**src/rtl/mc_ctrl_pkg.sv**
```systemverilog
// Shared definitions for the multicycle MIPS control FSM: states, opcodes,
// datapath mux codes and the packed control word produced by the decoder.
package mc_ctrl_pkg;

  typedef enum logic [3:0] {
    ST_RESET    = 4'd0,
    ST_FETCH    = 4'd1,
    ST_DECODE   = 4'd2,
    ST_MEM_ADDR = 4'd3,
    ST_MEM_RD   = 4'd4,
    ST_MEM_WB   = 4'd5,
    ST_MEM_WR   = 4'd6,
    ST_R_EXEC   = 4'd7,
    ST_R_WB     = 4'd8,
    ST_BRANCH   = 4'd9,
    ST_JUMP     = 4'd10,
    ST_JAL      = 4'd11,
    ST_I_EXEC   = 4'd12,
    ST_I_WB     = 4'd13
  } state_t;

  localparam logic [5:0] OP_RTYPE = 6'b000000;
  localparam logic [5:0] OP_LW    = 6'b100011;
  localparam logic [5:0] OP_SW    = 6'b101011;
  localparam logic [5:0] OP_BEQ   = 6'b000100;
  localparam logic [5:0] OP_BGT   = 6'b000111;
  localparam logic [5:0] OP_BGEZ  = 6'b000001;
  localparam logic [5:0] OP_BNEZ  = 6'b000101;
  localparam logic [5:0] OP_J     = 6'b000010;
  localparam logic [5:0] OP_JAL   = 6'b000011;
  localparam logic [5:0] OP_ADDI  = 6'b001000;
  localparam logic [5:0] OP_ORI   = 6'b001101;
  localparam logic [5:0] OP_LUI   = 6'b001111;

  localparam logic [2:0] ALU_ADD   = 3'b000;
  localparam logic [2:0] ALU_SUB   = 3'b001;
  localparam logic [2:0] ALU_FUNCT = 3'b010;
  localparam logic [2:0] ALU_OR    = 3'b011;
  localparam logic [2:0] ALU_LUI   = 3'b100;

  localparam logic [1:0] PC_SRC_ALU  = 2'b00;
  localparam logic [1:0] PC_SRC_BR   = 2'b01;
  localparam logic [1:0] PC_SRC_JUMP = 2'b10;

  localparam logic [1:0] REG_DST_RT = 2'b00;
  localparam logic [1:0] REG_DST_RD = 2'b01;
  localparam logic [1:0] REG_DST_RA = 2'b10;

  localparam logic [1:0] MEM_TO_REG_ALU = 2'b00;
  localparam logic [1:0] MEM_TO_REG_MDR = 2'b01;
  localparam logic [1:0] MEM_TO_REG_PC  = 2'b10;

  localparam logic [1:0] SRCB_RT     = 2'b00;
  localparam logic [1:0] SRCB_FOUR   = 2'b01;
  localparam logic [1:0] SRCB_IMM    = 2'b10;
  localparam logic [1:0] SRCB_IMM_SH = 2'b11;

  typedef struct packed {
    logic       pc_write;
    logic       pc_write_cond;
    logic [1:0] pc_src;
    logic       i_or_d;
    logic       mem_read;
    logic       mem_write;
    logic       ir_write;
    logic       reg_write;
    logic [1:0] reg_dst;
    logic [1:0] mem_to_reg;
    logic       alu_src_a;
    logic [1:0] alu_src_b;
    logic [2:0] alu_op;
    logic       sign_ext;
    logic [1:0] branch_type;
    logic       illegal_op;
    logic       instr_done;
  } ctrl_t;

  function automatic logic is_legal(input logic [5:0] op);
    case (op)
      OP_RTYPE, OP_LW, OP_SW, OP_BEQ, OP_BGT, OP_BGEZ, OP_BNEZ,
      OP_J, OP_JAL, OP_ADDI, OP_ORI, OP_LUI: is_legal = 1'b1;
      default:                               is_legal = 1'b0;
    endcase
  endfunction

endpackage

```
**src/rtl/mc_ctrl_outdec.sv**
```systemverilog
// Combinational output decoder: current state plus opcode/ready give the
// full control word (Moore outputs with Mealy ready/illegal qualifiers).
module mc_ctrl_outdec
  import mc_ctrl_pkg::*;
(
  input  state_t     state,
  input  logic [5:0] op,
  input  logic       mem_ready,
  output ctrl_t      ctrl
);

  always_comb begin
    ctrl          = '0;
    ctrl.sign_ext = 1'b1;
    case (state)
      ST_RESET: ctrl.sign_ext = 1'b0;
      ST_FETCH: begin
        ctrl.mem_read  = 1'b1;
        ctrl.alu_src_b = SRCB_FOUR;
        ctrl.alu_op    = ALU_ADD;
        if (mem_ready) begin
          ctrl.ir_write = 1'b1;
          ctrl.pc_write = 1'b1;
          ctrl.pc_src   = PC_SRC_ALU;
        end
      end
      ST_DECODE: begin
        // branch target is computed speculatively into ALUOut here
        ctrl.alu_src_b  = SRCB_IMM_SH;
        ctrl.alu_op     = ALU_ADD;
        ctrl.illegal_op = !is_legal(op);
        ctrl.instr_done = !is_legal(op);
      end
      ST_MEM_ADDR: begin
        ctrl.alu_src_a = 1'b1;
        ctrl.alu_src_b = SRCB_IMM;
        ctrl.alu_op    = ALU_ADD;
      end
      ST_MEM_RD: begin
        ctrl.mem_read = 1'b1;
        ctrl.i_or_d   = 1'b1;
      end
      ST_MEM_WB: begin
        ctrl.reg_write  = 1'b1;
        ctrl.reg_dst    = REG_DST_RT;
        ctrl.mem_to_reg = MEM_TO_REG_MDR;
        ctrl.instr_done = 1'b1;
      end
      ST_MEM_WR: begin
        ctrl.mem_write  = 1'b1;
        ctrl.i_or_d     = 1'b1;
        ctrl.instr_done = mem_ready;
      end
      ST_R_EXEC: begin
        ctrl.alu_src_a = 1'b1;
        ctrl.alu_src_b = SRCB_RT;
        ctrl.alu_op    = ALU_FUNCT;
      end
      ST_R_WB: begin
        ctrl.reg_write  = 1'b1;
        ctrl.reg_dst    = REG_DST_RD;
        ctrl.mem_to_reg = MEM_TO_REG_ALU;
        ctrl.instr_done = 1'b1;
      end
      ST_BRANCH: begin
        ctrl.alu_src_a     = 1'b1;
        ctrl.alu_src_b     = SRCB_RT;
        ctrl.alu_op        = ALU_SUB;
        ctrl.pc_write_cond = 1'b1;
        ctrl.pc_src        = PC_SRC_BR;
        ctrl.instr_done    = 1'b1;
        case (op)
          OP_BGT:  ctrl.branch_type = 2'b01;
          OP_BGEZ: ctrl.branch_type = 2'b10;
          OP_BNEZ: ctrl.branch_type = 2'b11;
          default: ctrl.branch_type = 2'b00;
        endcase
      end
      ST_JUMP: begin
        ctrl.pc_write   = 1'b1;
        ctrl.pc_src     = PC_SRC_JUMP;
        ctrl.instr_done = 1'b1;
      end
      ST_JAL: begin
        // PC already holds PC+4, so it is the link value
        ctrl.pc_write   = 1'b1;
        ctrl.pc_src     = PC_SRC_JUMP;
        ctrl.reg_write  = 1'b1;
        ctrl.reg_dst    = REG_DST_RA;
        ctrl.mem_to_reg = MEM_TO_REG_PC;
        ctrl.instr_done = 1'b1;
      end
      ST_I_EXEC, ST_I_WB: begin
        // ALU op / extension held through write-back so ALUOut stays coherent
        case (op)
          OP_ORI:  begin ctrl.alu_op = ALU_OR;  ctrl.sign_ext = 1'b0; end
          OP_LUI:  begin ctrl.alu_op = ALU_LUI; ctrl.sign_ext = 1'b0; end
          default: begin ctrl.alu_op = ALU_ADD; ctrl.sign_ext = 1'b1; end
        endcase
        if (state == ST_I_EXEC) begin
          ctrl.alu_src_a = 1'b1;
          ctrl.alu_src_b = SRCB_IMM;
        end else begin
          ctrl.reg_write  = 1'b1;
          ctrl.reg_dst    = REG_DST_RT;
          ctrl.mem_to_reg = MEM_TO_REG_ALU;
          ctrl.instr_done = 1'b1;
        end
      end
      default: ctrl = '0;
    endcase
  end

endmodule

```
**src/rtl/multicycle_ctrl.sv**
```systemverilog
// Multicycle MIPS control FSM: state register and next-state logic; control
// outputs come from mc_ctrl_outdec.
module multicycle_ctrl
  import mc_ctrl_pkg::*;
#(
  parameter int ALU_OP_W    = 3,
  parameter int MEM_WAIT_EN = 1,
  parameter int STATE_W     = 4
) (
  input  logic                clk_i,
  input  logic                rst_i,
  input  logic [5:0]          instr_op_i,
  input  logic                mem_ready_i,
  output logic                pc_write_o,
  output logic                pc_write_cond_o,
  output logic [1:0]          pc_src_o,
  output logic                i_or_d_o,
  output logic                mem_read_o,
  output logic                mem_write_o,
  output logic                ir_write_o,
  output logic                reg_write_o,
  output logic [1:0]          reg_dst_o,
  output logic [1:0]          mem_to_reg_o,
  output logic                alu_src_a_o,
  output logic [1:0]          alu_src_b_o,
  output logic [ALU_OP_W-1:0] alu_op_o,
  output logic                sign_ext_o,
  output logic [1:0]          branch_type_o,
  output logic                illegal_op_o,
  output logic                instr_done_o,
  output logic [STATE_W-1:0]  state_o
);

  state_t state, state_nx;
  ctrl_t  ctrl;
  logic   mem_rdy;

  assign mem_rdy = (MEM_WAIT_EN != 0) ? mem_ready_i : 1'b1;

  always_ff @(posedge clk_i) begin
    if (rst_i) state <= ST_RESET;
    else       state <= state_nx;
  end

  always_comb begin
    state_nx = state;
    case (state)
      ST_RESET: state_nx = ST_FETCH;
      ST_FETCH: if (mem_rdy) state_nx = ST_DECODE;
      ST_DECODE: begin
        case (instr_op_i)
          OP_RTYPE:                          state_nx = ST_R_EXEC;
          OP_LW, OP_SW:                      state_nx = ST_MEM_ADDR;
          OP_BEQ, OP_BGT, OP_BGEZ, OP_BNEZ:  state_nx = ST_BRANCH;
          OP_J:                              state_nx = ST_JUMP;
          OP_JAL:                            state_nx = ST_JAL;
          OP_ADDI, OP_ORI, OP_LUI:           state_nx = ST_I_EXEC;
          default:                           state_nx = ST_FETCH;
        endcase
      end
      ST_MEM_ADDR: state_nx = (instr_op_i == OP_LW) ? ST_MEM_RD : ST_MEM_WR;
      ST_MEM_RD:   if (mem_rdy) state_nx = ST_MEM_WB;
      ST_MEM_WR:   if (mem_rdy) state_nx = ST_FETCH;
      ST_R_EXEC:   state_nx = ST_R_WB;
      ST_I_EXEC:   state_nx = ST_I_WB;
      ST_MEM_WB, ST_R_WB, ST_BRANCH, ST_JUMP, ST_JAL, ST_I_WB:
                   state_nx = ST_FETCH;
      default:     state_nx = ST_RESET;
    endcase
  end

  mc_ctrl_outdec u_outdec (
    .state     (state),
    .op        (instr_op_i),
    .mem_ready (mem_rdy),
    .ctrl      (ctrl)
  );

  assign pc_write_o      = ctrl.pc_write;
  assign pc_write_cond_o = ctrl.pc_write_cond;
  assign pc_src_o        = ctrl.pc_src;
  assign i_or_d_o        = ctrl.i_or_d;
  assign mem_read_o      = ctrl.mem_read;
  assign mem_write_o     = ctrl.mem_write;
  assign ir_write_o      = ctrl.ir_write;
  assign reg_write_o     = ctrl.reg_write;
  assign reg_dst_o       = ctrl.reg_dst;
  assign mem_to_reg_o    = ctrl.mem_to_reg;
  assign alu_src_a_o     = ctrl.alu_src_a;
  assign alu_src_b_o     = ctrl.alu_src_b;
  assign alu_op_o        = ALU_OP_W'(ctrl.alu_op);
  assign sign_ext_o      = ctrl.sign_ext;
  assign branch_type_o   = ctrl.branch_type;
  assign illegal_op_o    = ctrl.illegal_op;
  assign instr_done_o    = ctrl.instr_done;
  assign state_o         = STATE_W'(state);

endmodule

```
**config.mk**
```make
export PLATFORM = sky130hd
export DESIGN_NAME = multicycle_ctrl
export DESIGN_NICKNAME = d
export VERILOG_FILES = /design/src/rtl/mc_ctrl_pkg.sv /design/src/rtl/mc_ctrl_outdec.sv /design/src/rtl/multicycle_ctrl.sv
export SDC_FILE = /design/constraint.sdc
export NUM_CORES = 1
export LEC_CHECK = 0
export ABC_AREA = 0
export CAP_MARGIN = 10
export CELL_PAD_IN_SITES_DETAIL_PLACEMENT = 1
export CELL_PAD_IN_SITES_GLOBAL_PLACEMENT = 1
export CORE_MARGIN = 5
export CORE_UTILIZATION = 27
export CTS_CLUSTER_DIAMETER = 30
export DETAILED_ROUTE_END_ITERATION = 10
export PLACE_DENSITY_LB_ADDON = 0.1
export SLEW_MARGIN = 25
export SYNTH_ARGS = -nofsm -noshare
export SYNTH_HDL_FRONTEND = slang
export SYNTH_SLANG_ARGS = --single-unit
```
**constraint.sdc**
```tcl
create_clock -name clk_i -period 3.93 [get_ports clk_i]
set_clock_uncertainty 0.05 [all_clocks]
set_input_delay 1.179 -clock clk_i [delete_from_list [all_inputs] [get_ports clk_i]]
set_output_delay 1.179 -clock clk_i [all_outputs]
set_load 0.05 [all_outputs]
```
==> results of run 1 <==
[how the worst min path moves through the flow]
stage            endpoint  slack [ns]  startpoint  cells past startpoint
6_report       state_o[3]        0.67  state_o[1]                      3
5_1_grt        state_o[3]        0.71  state_o[1]                      3
4_1_cts        state_o[3]        0.67  state_o[1]                      3
3_5_place_dp   state_o[3]        0.67  state_o[1]                      3
3_3_place_gp   state_o[3]        0.65  state_o[1]                      3
2_1_floorplan  state_o[0]        0.91  state_o[1]                      3
[layer usage]
metal / up-vias / wire length [µm] / GRT usage
met4: 0 / 11 / 0.03117
met5: - / 0 / 0
met2: 26 / 1429 / 0.2500
met3: 2 / 134 / 0.03552
met1: 479 / 1272 / 0.1832
li1: 506 / - / -
[synthesized netlist by cell type (all sizes together) (2+ instances only)]
library cell and instances:
nor3 5, o31ai 2, o21ai 7, xnor2 2, nand2b 7, o22ai 2
nor2 14, or4 2, inv 5, nor2b 3, or2 2, clkbuf 4
and2 2, dfxtp 4, a21oi 5, and3 3, nor4 2, buf 9
nand3 8, nand2 14
[repair_timing]
action,4_1_cts,5_1_grt
pin swaps,3,3
resized for setup,11,7
cloned,0,0
setup buffers,1,1
setup endpoints to repair,3,5
[critical path, stage by stage]
cell and delay [ns]:
dlygate4sd2_1 0.27, or4_4 0.43, a311oi_4 0.30, a2111o_2 0.19, nand3_2 0.08, buf_12 0.16
[layout make-up]
class,count,area [µm²],share of cell area
multi-input cells,95,588.1,0.4328
flip-flops and latches,4,80.08,0.05893
inverters,5,18.77,0.01381
repair buffers,57,610.6,0.4494
clock buffers,3,22.52,0.01657
well taps,31,38.79,0.02855
[power by group through the flow]
stage	clock [mW]	sequential, mW	combinational (mW)
6_report	0.0510	0.0557	0.233
3_3_place_gp	0	0.0558	0.227
4_1_cts	0.0541	0.0557	0.235
5_1_grt	0.0575	0.0574	0.248
3_5_place_dp	0	0.0562	0.231
2_1_floorplan	0	0.0617	0.137
[cells by family (layout without fill, tap and decap cells)]
group	after synthesis	count (layout)
simple gates	65	65
buf+inv	18	65
flops	4	4
compound gates	28	28
xor+xnor	2	2
==> run metrics, run 1 <==
crit path to=instr_done_o; Nets=approximately 180; worst reg-to-reg setup slack=~2.1 ns; pre-CTS setup slack=-0.3391 ns; vias in the first global route=between 1000 and 1500; FP Rows=19; initial antenna violation count=0; Comb power frac=0.686; Layout Utilization=0.4970; PwrDens=about 250 nW/µm²; synth warn=0; Setup violations, final=0; Synth area leaders=dfxtp_1 10%, buf_6 8.8%, nand2_1 6.8%; share of synthesized flip-flops with an asynchronous set or reset=0; DRC=0; Mapped Area=768.2 µm²; Clk pwr share=0.150; Horiz. Die Dim=~63 µm; worst reg2reg path depth=5; Synth Area in Adders=0; most frequent cells in the layout=20 x clkdlybuf4s50_1, 19 x buf_4, 14 x nand2_1, 14 x nor2_1, 10 x buf_12; Initial Utilization=0.2810; Initial DRC Count=26; compound-cell area share of the yosys netlist=0.2752; Rel. slew slack=0.5908; Largest register FFs=4; leading area contributor after synthesis=dfxtp_1; Syn-to-layout area delta=76.87%; fillers=349; Clock Path Buffers=2; clk root buf=clkbuf_4; first-pass GRT wire length=between 4000 and 5000 µm; Placed Area=approximately 1300 µm²; mux share of post-synthesis cell area=0; RSZ-0062 raised after global routing=false; htree depth=1; routed vias/inst=~5.2; Die Footprint=around 4000 µm²; slew at the pin closest to its max-slew limit=between 0.6 and 0.7 ns; CTS tree=done; CP max FO=4; Post-Place Cells=190; share of Yosys cell area claimed by the top area cell type=0.1042; CP Class=in -> out; Worst EP required=between 2 and 3 ns; Peak VDD IR=between 200 and 300 µV; post-synthesis cell type count=38; fmax=~0.26 GHz; Avg WL per Cell=approximately 15 µm; switch share=0.4824; Critical path origin=instr_op_i[0]; status=finished clean; Clk Latency, worst-skew pair=~0.24 ns; largest net degree at the start of global routing=22; reg-to-reg endpoint=state_o[0]; Sum Neg Setup Slack=0 ns; share of cells above drive strength 1=0.2805; Detailed Routing Iterations Pass 1=4; synthesized area per cell=about 6.6 µm²; P_int=roughly 180 µW; worst r2r src=state_o[2]; CTS buffer count=3; CP endpoint kind=primary output; most common cell after layout, fill and taps aside=clkdlybuf4s50_1; Seq cells post-synth=4; Mapped Cells=117; Synth Area in XOR/XNOR=0.02280; # Max-Cap Violations=0; Layout Cells excl Fill=between 150 and 200; Ant. Diodes=0; remaining global-route overflow=0; main combinational cell family by area after synthesis=simple AND/OR/NAND/NOR gates; Primary FF master, synth=dfxtp_1; GP Congestion=around 0.82; hold buffers post-CTS=0; Post-DRT Antenna Nets=0; Sequential Power Share=0.164; Syn Nets=~130; Arr. time, crit path=2.61 ns; CP startpoint kind=input pin; Final Total Pwr=340.1 µW; worst hold slack=approximately 0.67 ns; DR vias=1013; switching power=approximately 160 µW; leakage=slightly below 0.6 nW; HPWL Detailed=between 2000 and 2500 µm; GRT Util Overall=0.1460; Seq/Total Area, Yosys=0.1042; Final Hold Vio Count=0; Post-Route WL=between 2000 and 3000 µm; Die Height=63.34 µm; fin. max-slew vios=0; HP Class=reg -> reg; Reg clk slew, reported paths=~0.04 ns; IO buf count=36; CORE AREA=between 2000 and 3000 µm²; Simple-Gate Fraction of Synth Area=0.4365; Clock Sinks=4; Finished Cell Area=about 1400 µm²; minimum clock period=~3.8 ns; worst setup margin=a little under 0.09 ns; Post-synth EDFFs=0; fin crit share=0.9779; Ports=37
(Power assumes the default switching activity.)
==> run 2: changes to the inputs <==
--- a/config.mk
+++ b/config.mk
@@ -6,13 +6,13 @@
 export NUM_CORES = 1
 export LEC_CHECK = 0
 export ABC_AREA = 0
-export CAP_MARGIN = 10
 export CELL_PAD_IN_SITES_DETAIL_PLACEMENT = 1
 export CELL_PAD_IN_SITES_GLOBAL_PLACEMENT = 1
 export CORE_MARGIN = 5
 export CORE_UTILIZATION = 27
 export CTS_CLUSTER_DIAMETER = 30
 export DETAILED_ROUTE_END_ITERATION = 10
+export GPL_TIMING_DRIVEN = 1
 export PLACE_DENSITY_LB_ADDON = 0.1
 export SLEW_MARGIN = 25
 export SYNTH_ARGS = -nofsm -noshare
==> results of run 2 <==
The final DEF is identical to that of run 1; final timing and power are the same.
==> run 3: changes to the inputs <==
--- a/config.mk
+++ b/config.mk
@@ -8,8 +8,9 @@
 export ABC_AREA = 0
 export CELL_PAD_IN_SITES_DETAIL_PLACEMENT = 1
 export CELL_PAD_IN_SITES_GLOBAL_PLACEMENT = 1
-export CORE_MARGIN = 5
+export CORE_MARGIN = 2
 export CORE_UTILIZATION = 27
+export CTS_BUF_LIST = sky130_fd_sc_hd__clkbuf_16
 export CTS_CLUSTER_DIAMETER = 30
 export DETAILED_ROUTE_END_ITERATION = 10
 export GPL_TIMING_DRIVEN = 1
==> run metrics, run 3 (synthesized netlist as in run 1, its figures left out) <==
Detailed Routing Iterations Pass 1=4; PwrDens=about 300 nW/µm²; Rel. slew slack=0.5826; Worst EP required=about 2.7 ns; Largest register FFs=4; Placed Area=between 1000 and 1500 µm²; DRC=0; initial antenna violation count=0; Initial DRC Count=23; hold buffers post-CTS=0; worst hold start=state_o[1]; Clock Sinks=4; fin. max-slew vios=0; CP max FO=5; vias in the first global route=around 1100; CTS tree=done; first-pass GRT wire length=5499 µm; Final Hold Vio Count=0; Ports=37; Clk Latency, worst-skew pair=0.22 ns; worst reg-to-reg setup slack=around 2 ns; fmax=roughly 0.26 GHz; Post-DRT Antenna Nets=0; slew at the pin closest to its max-slew limit=0.6253 ns; Post-Route WL=around 3300 µm; met3 WL post-DR=between 90 and 100 µm; Finished Cell Area=approximately 1500 µm²; HPWL Detailed=2240 µm; CP startpoint kind=input pin; htree depth=1; M1 WL=roughly 1400 µm; leakage=0.6452 nW; Die Footprint=3288 µm²; remaining global-route overflow=0; GP Congestion=0.8144; Worst Hold Path EP=state_o[3]; DR vias=between 1000 and 1500; GRT Util Overall=0.2097; FP Rows=19; Setup violations, final=0; Nets=185; worst reg2reg path depth=4; Ant. Diodes=0; met2 WL=between 1500 and 2000 µm; most frequent cells in the layout=30 x buf_4, 20 x clkdlybuf4s50_1, 14 x nand2_1, 14 x nor2_1, 10 x buf_12; fin crit share=0.9825; Initial Utilization=0.2810; Syn-to-layout area delta=92.51%; clk root buf=clkbuf_16; crit-path cells=dlygate4sd2_1 > buf_4 > o21ai_0 > a311oi_4 > a2111o_2 > inv_1 > buf_12; Sum Neg Setup Slack=0 ns; IO buf count=36; routed vias/inst=around 5.3; CP Class=in -> out; Clock Path Buffers=2; CTS buffer count=3; CP endpoint kind=primary output; largest net degree at the start of global routing=22; Min-Delay Path Depth=3; most common cell after layout, fill and taps aside=buf_4; CORE AREA=around 2700 µm²; Die Height=57.34 µm; RSZ-0062 raised after global routing=false; status=finished clean; Avg WL per Cell=15.91 µm; Arr. time, crit path=about 2.6 ns; Final Total Pwr=about 460 µW; # Max-Cap Violations=0; minimum clock period=3.861 ns; top routing layer in use=met4; worst r2r src=state_o[0]; reg-to-reg endpoint=state_o[0]; Horiz. Die Dim=roughly 57 µm; Peak VDD IR=between 200 and 300 µV; Reg clk slew, reported paths=about 0.03 ns; share of cells above drive strength 1=0.3218; HP Class=reg -> reg; CP max stage delay=approximately 0.45 ns; CP max-delay cell=a2111o_2
run 3: through the flow:
stage                       util  cells  hold WS [ns]  setup WS [ns]
after floorplan                -    117        0.9077        0.06912
after global placement    0.4773    190        0.6525        -0.2626
after detailed placement  0.4773    190        0.6853        -0.3038
after CTS                 0.5382    205        0.6820       0.004526
after global routing      0.5410    205        0.7177        0.02574
final                     0.5410    205        0.6794        0.06869
run 3: layer usage:
metal | track usage | up-vias
li1 | - | 526
met1 | 0.2717 | 517
met2 | 0.3799 | 30
met3 | 0.01587 | 4
met4 | 0.03987 | 0
met5 | 0 | -
run 3: layout make-up:
class                           count  area [µm²]
Fill cell                         356        1255
Timing Repair Buffer               67       678.2
Multi-Input combinational cell     95       588.1
Sequential cell                     4       80.08
Clock buffer                        3       75.07
Tap cell                           31       38.79
Inverter                            5       18.77
run 3: timing repair:
item,in CTS,in global routing
setup endpoints to repair,3,2
resized for setup,8,9
buffers inserted,12,0
pin swaps,3,4
run 3: worst max-delay path, delay by kind of cell:
| kind | cells | cell delay (ns) |
|---|---|---|
| buf+inv | 4 | 0.70 |
| compound gates | 3 | 0.74 |
run 3: report_power, final:
group | leakage [nW] | internal [mW] | switching (mW)
registers | 0.0328 | 0.0445 | 0.0115
logic | 0.575 | 0.103 | 0.140
clock network | 0.0370 | 0.130 | 0.0283
total | 0.645 | 0.277 | 0.179
run 3: worst max path at each step:
stage / startpoint / end / slack (ns) / cells past startpoint
6_report: instr_op_i[0] / illegal_op_o / 0.07 / 7
5_1_grt: instr_op_i[0] / instr_done_o / 0.03 / 6
4_1_cts: instr_op_i[1] / instr_done_o / 0.005 / 6
3_5_place_dp: instr_op_i[1] / instr_done_o / -0.30 / 6
3_3_place_gp: instr_op_i[1] / instr_done_o / -0.26 / 6
2_1_floorplan: instr_op_i[1] / instr_done_o / 0.07 / 5
